===== config.mk =====
export PLATFORM = sky130hd
export DESIGN_NAME = hdcpu_beat_sequencer
export DESIGN_NICKNAME = d
export VERILOG_FILES = /design/src/rtl/hdcpu_beat_sequencer.sv
export SDC_FILE = /design/constraint.sdc
export NUM_CORES = 1
export LEC_CHECK = 0
export BUFFER_PORTS_ARGS = -buffer_cell sky130_fd_sc_hd__buf_2
export CAP_MARGIN = 20
export CORE_AREA = 2 2 48 58
export CTS_CLUSTER_DIAMETER = 100
export DETAILED_ROUTE_END_ITERATION = 10
export DIE_AREA = 0 0 50 60
export PLACE_DENSITY = 0.67
export SLEW_MARGIN = 10
export SYNTH_ARGS = -nofsm -noshare
export SYNTH_HDL_FRONTEND = slang
export SYNTH_SLANG_ARGS = --single-unit
export TNS_END_PERCENT = 10

===== constraint.sdc =====
create_clock -name T3 -period 2.7 [get_ports T3]
set_clock_uncertainty 0.2 [all_clocks]
set_input_delay 0.675 -clock T3 [delete_from_list [all_inputs] [get_ports T3]]
set_output_delay 0.675 -clock T3 [all_outputs]
set_load 0.005 [all_outputs]

===== src/rtl/hdcpu_beat_sequencer.sv =====
// Beat and run-state sequencer for the hardwired HD-CPU controller.
// Issues the one-hot machine-cycle beat W[3:1], tracks ST0, latches MODE and counts cycles.
module hdcpu_beat_sequencer #(
    parameter int CNT_W = 8
) (
    input  logic             T3,
    input  logic             CLR,
    input  logic             QD,
    input  logic [2:0]       SW,
    input  logic             SHORT,
    input  logic             LONG,
    input  logic             STOP,
    input  logic             SST0,
    output logic [2:0]       W,
    output logic             ST0,
    output logic             RUN,
    output logic [2:0]       MODE,
    output logic [CNT_W-1:0] CYCLES
);

    typedef enum logic [1:0] {
        HALT = 2'd0,
        B1   = 2'd1,
        B2   = 2'd2,
        B3   = 2'd3
    } state_t;

    localparam logic [CNT_W-1:0] CNT_ONE = 1;

    state_t state_q, state_d;
    state_t resume_q, resume_d;
    state_t nat_beat;
    logic   cycle_end;
    logic   mode_load;

    function automatic logic [2:0] beat_onehot(input state_t s);
        case (s)
            B1:      beat_onehot = 3'b001;
            B2:      beat_onehot = 3'b010;
            B3:      beat_onehot = 3'b100;
            default: beat_onehot = 3'b000;
        endcase
    endfunction

    // NOTE: every signal driven here gets a default first, so no path can infer a latch.
    always_comb begin
        nat_beat  = B1;
        state_d   = state_q;
        resume_d  = resume_q;
        cycle_end = 1'b0;
        mode_load = 1'b0;

        case (state_q)
            B1:      nat_beat = SHORT ? B1 : B2;
            B2:      nat_beat = LONG  ? B3 : B1;
            default: nat_beat = B1;
        endcase

        if (state_q == HALT) begin
            if (QD) begin
                state_d   = resume_q;
                mode_load = 1'b1;
            end
        end else begin
            // A cycle end still counts when STOP halts on the same edge.
            cycle_end = (nat_beat == B1);
            if (STOP) begin
                state_d  = HALT;
                resume_d = nat_beat;
            end else begin
                state_d  = nat_beat;
            end
        end
    end

    // NOTE: state registers use non-blocking assignments so all flops sample the same pre-edge values.
    always_ff @(posedge T3 or negedge CLR) begin
        if (!CLR) begin
            state_q  <= HALT;
            resume_q <= B1;
            W        <= 3'b000;
            RUN      <= 1'b0;
            ST0      <= 1'b0;
            MODE     <= 3'b000;
            CYCLES   <= '0;
        end else begin
            state_q  <= state_d;
            resume_q <= resume_d;
            W        <= beat_onehot(state_d);
            RUN      <= (state_d != HALT);
            if (mode_load) begin
                MODE <= SW;
            end
            if (cycle_end) begin
                CYCLES <= CYCLES + CNT_ONE;
                if (SST0) begin
                    ST0 <= 1'b1;
                end
            end
        end
    end

endmodule


==> impl_summary.md <==
Synth
Synthesis produced a netlist whose cell count is 76. After synthesis, the cell types taking the most area are dfrtp_1 51%, xnor2_1 6.6%, mux2_2 6.0%. Synthesis produced a netlist with a net count of 90. During synthesis, Yosys emitted a total of 0 warnings. The sequential element share of the synthesized area is 0.5368. The cell type with the largest total area after synthesis is dfrtp_1. In this run, synthesis produced a sequential element count of 20. The total standard cell area after synthesis is 934.6 sq um. In this run the mean area of a mapped cell was 12.30 sq um. Of the post-synthesis cell area, the dominant cell type holds 0.5087. The number of distinct library cells after synthesis is 29.

Power and ir drop
The share of total power dissipated in sequential elements is 0.532. Internal power comes to 466.0 uW. The leakage power figure is 0.0005903 uW. The combinational share of power is 0.042. Of the total power, the share spent switching nets is 0.1894. The reported net switching power is 108.9 uW.

The share of power burned in the clock network is 0.426. Across the VDD grid, the largest voltage drop is 0.3216 mV. The power density over cell area is 500.5 nW/um^2.

Clock network
In this run the number of H-tree levels came out at 1. The post-cts gate resize count is 0. After clock tree synthesis, the clock-pin slew on the worst setup and hold paths is 120 ps.

The number of hold buffers added after CTS is 0. The buffer cell driving the clock tree root is clkbuf_4. TritonCTS created 3 clock buffers. The buffer levels on the longest clock path is 2.

TritonCTS built the clock tree. The total number of clock tree sinks is 20. The number of setup buffers added after CTS is 0. The clock latency on the worst-skew pair is 300 ps.

Place
The count of placed standard cells including taps is 133. The HPWL after detailed placement is 1272 um. In this run the tool buffered the top-level ports with 25 buffer cells. The placer's final routability congestion estimate is 0.7662.

Detailed routing
The count of TritonRoute iterations in the first routing pass is 3. In this run the remaining antenna-violating nets after routing total 0. The routed length per instance is 12.09 um. The detailed router finished its first iteration with 7 violations.

The routed wire length is 1657 um. In the routed design, unresolved DRC markers number 0. After detailed routing, the number of vias per cell comes to 4.693. The total via count after detailed routing is 643.

Die
The boundary pin count is 26. The overall die area is 3000 sq um. The number of rows created at floorplan is 20. From left edge to right edge, the die measures 50 um. The die boundary height is 60 um. The core footprint is 2477 sq um.

For this configuration, the core starts out at a cell density of 0.3773.

GRT
The number of global-route vias before repair came to 661. The pin count of the biggest net entering global routing is 21. For this run, the total global-route usage over all layers was measured as 0.1349. The number of antenna violations at the first check in global routing came to 0. The leftover overflow at the end of global routing is 0.

The global-route wire length before repair is 2960 um.

Hold path
The worst min-delay path category is input port to asynchronous set/reset pin.

Setup path
The critical path buffer and inverter count is 1. The worst-path maximum fanout is 8. On the worst path, the slowest cell contributes a delay of 390 ps. The beginning of the critical path is state_q[0]$_DFF_PN0_. The nature of the critical path endpoint is a flop. Traced cell by cell, the critical path runs through inv_1, ha_1, nor3b_2, nor2_4, nand2_4, mux2_4. STA classifies the critical path startpoint as a flop. STA puts the critical path data arrival time at 1890 ps. The critical setup path kind is flop to flop.

The required time at the endpoint of the critical path is 2700 ps. For this design, the slowest cell found on the critical path is dfrtp_1. The startpoint of the worst-slack reg-to-reg timing path is state_q[0]$_DFF_PN0_. Grouping stages by cell kind, the critical path spends the most delay in simple AND/OR/NAND/NOR gates.

Timing
For the pin with the worst max-slew slack, the measured transition is 424.8 ps. In the final timing run, aggregate negative setup slack is 0 ps. The number of failing setup endpoints in the final timing report is 0. Timing would allow up to 528.2 MHz.

The worst slew slack as a fraction of its limit is 0.7168. The worst path in the final design needs a cycle of 1893 ps, including I/O delays and setup. The number of max-slew violations in the final report is 0. The final hold violation count is 0. The post-route fraction of the period consumed by the critical path is 0.7012. Setup repair after global routing left no endpoint under its margin.

Flow run
The number of max-cap violations is 0.

Finish
The finished layout holds 137 standard cells, fillers aside. The area growth from synthesis to layout is 22.89%. The share of final-layout standard cells stronger than drive strength 1 is 0.4327. The repair_antennas step left the layout with diodes totalling 0. After the last flow step, the layout net total stands at 119.

Run status
The flow ran to the end, and the final reports show no timing, DRC or antenna violations.
[sequential cells by signal, indices dropped and copies added, names as in the netlist]
| register | count |
|---|---|
| CYCLES | 8 |
| ST0 | 1 |
| RUN | 1 |
| resume_q | 2 |
| state_q | 2 |
| W | 3 |
| MODE | 3 |
[through the flow]
step / utilization / worst slack, ps / total power (uW) / hold slack, ps / cell area (sq um)
2_1_floorplan: - / 928.2 / 318.1 / 179.4 / 934.6
3_3_place_gp: 0.4424 / 777.5 / 335.5 / 252.0 / 1096
3_5_place_dp: 0.4424 / 758.2 / 336.6 / 251.5 / 1096
4_1_cts: 0.4636 / 793.3 / 579.3 / 99.32 / 1149
5_1_grt: 0.4636 / 697.7 / 598.9 / 92.56 / 1149
6_report: 0.4636 / 806.7 / 574.9 / 85.16 / 1149
[cell usage after synthesis]
master and count:
dfrtp_1 19, xnor2_1 7, mux2_2 5, nand2_1 5
ha_1 4, inv_1 4, and3_1 3, nand3_1 3
nand4_1 3, nor2_1 3, o21ai_0 2, a211oi_1 1
a31o_2 1, and2_1 1, and2_4 1, and4_1 1
clkbuf_2 1, dfstp_2 1, inv_2 1, mux2_4 1
nand2_4 1, nand2b_1 1, nor2_4 1, nor2b_2 1
nor3b_2 1, o21ai_4 1, o311ai_0 1, o31a_1 1
o31a_2 1
[area by class of cell]
class,instances,area [sq um]
clock buffer,3,22.52
clock inverter,1,30.03
multi-input combinational,50,409.1
fill,240,1329
tap,33,41.29
inverter,5,18.77
timing repair buffer,25,125.1
sequential,20,501.7
[placed cells by master, fill, tap and decap left out]
cell type	n
buf_2	25
mux2_2	5
xnor2_1	7
ha_1	4
a211oi_1	1
nand4_1	3
nand2_1	5
bufinv_16	1
o31a_2	1
nor2_1	3
a31o_2	1
o21ai_0	2
inv_2	1
o31a_1	1
dfrtp_1	19
nor2_4	1
and4_1	1
o311ai_0	1
inv_1	4
mux2_4	1
nor3b_2	1
o21ai_4	1
and2_1	1
nand2b_1	1
and2_4	1
nand2_4	1
nand3_1	3
dfstp_2	1
and3_1	3
nor2b_2	1
clkbuf_4	3
[power by group through the flow]
stage | combinational (uW) | clock, uW | sequential, uW
finish | 24.2 | 245 | 306
global route | 27.3 | 265 | 306
CTS | 24.9 | 249 | 306
detailed placement | 25.0 | 0 | 312
global placement | 24.4 | 0 | 311
floorplan | 5.82 | 0 | 312
[cell families (layout without fill, tap and decap cells)]
group           count (synthesis)  after routing  synth area share
xor+xnor                        7              7           0.06560
buf+inv                         6             34           0.02542
flops                          20             20            0.5368
compound gates                  8              8           0.07498
simple gates                   25             25            0.1673
fa+ha+maj                       4              4           0.05355
mux                             6              6           0.07630
[worst reg2reg max path, cell delays in order, from the launching register on]
cell and delay, ps:
dfrtp_1 390, inv_1 70, ha_1 350, nor3b_2 190, nor2_4 210, nand2_4 80
mux2_4 300
[per-layer routing]
metal,vias up,GRT usage,part of all wire
met5,-,0,0
met4,0,0.07143,0.020
met3,4,0.03000,0.054
met2,19,0.2368,0.50
met1,304,0.1525,0.43
li1,316,-,-
[worst paths after layout]
path                                      endpoint  slack (ps)  cells after the start
setup / recovery             CYCLES[1]$_DFFE_PN0P_         810                      6
hold / removal               CYCLES[0]$_DFFE_PN0P_          90                      1
setup reg to reg             CYCLES[1]$_DFFE_PN0P_         810                      6
hold reg to reg                    ST0$_DFFE_PN0P_         280                      1
max in group asynchronous  resume_q[0]$_DFFE_PN1P_        1890                      1
min in group T3                    ST0$_DFFE_PN0P_         280                      1
Note: power is estimated with default switching activity, not from simulation.
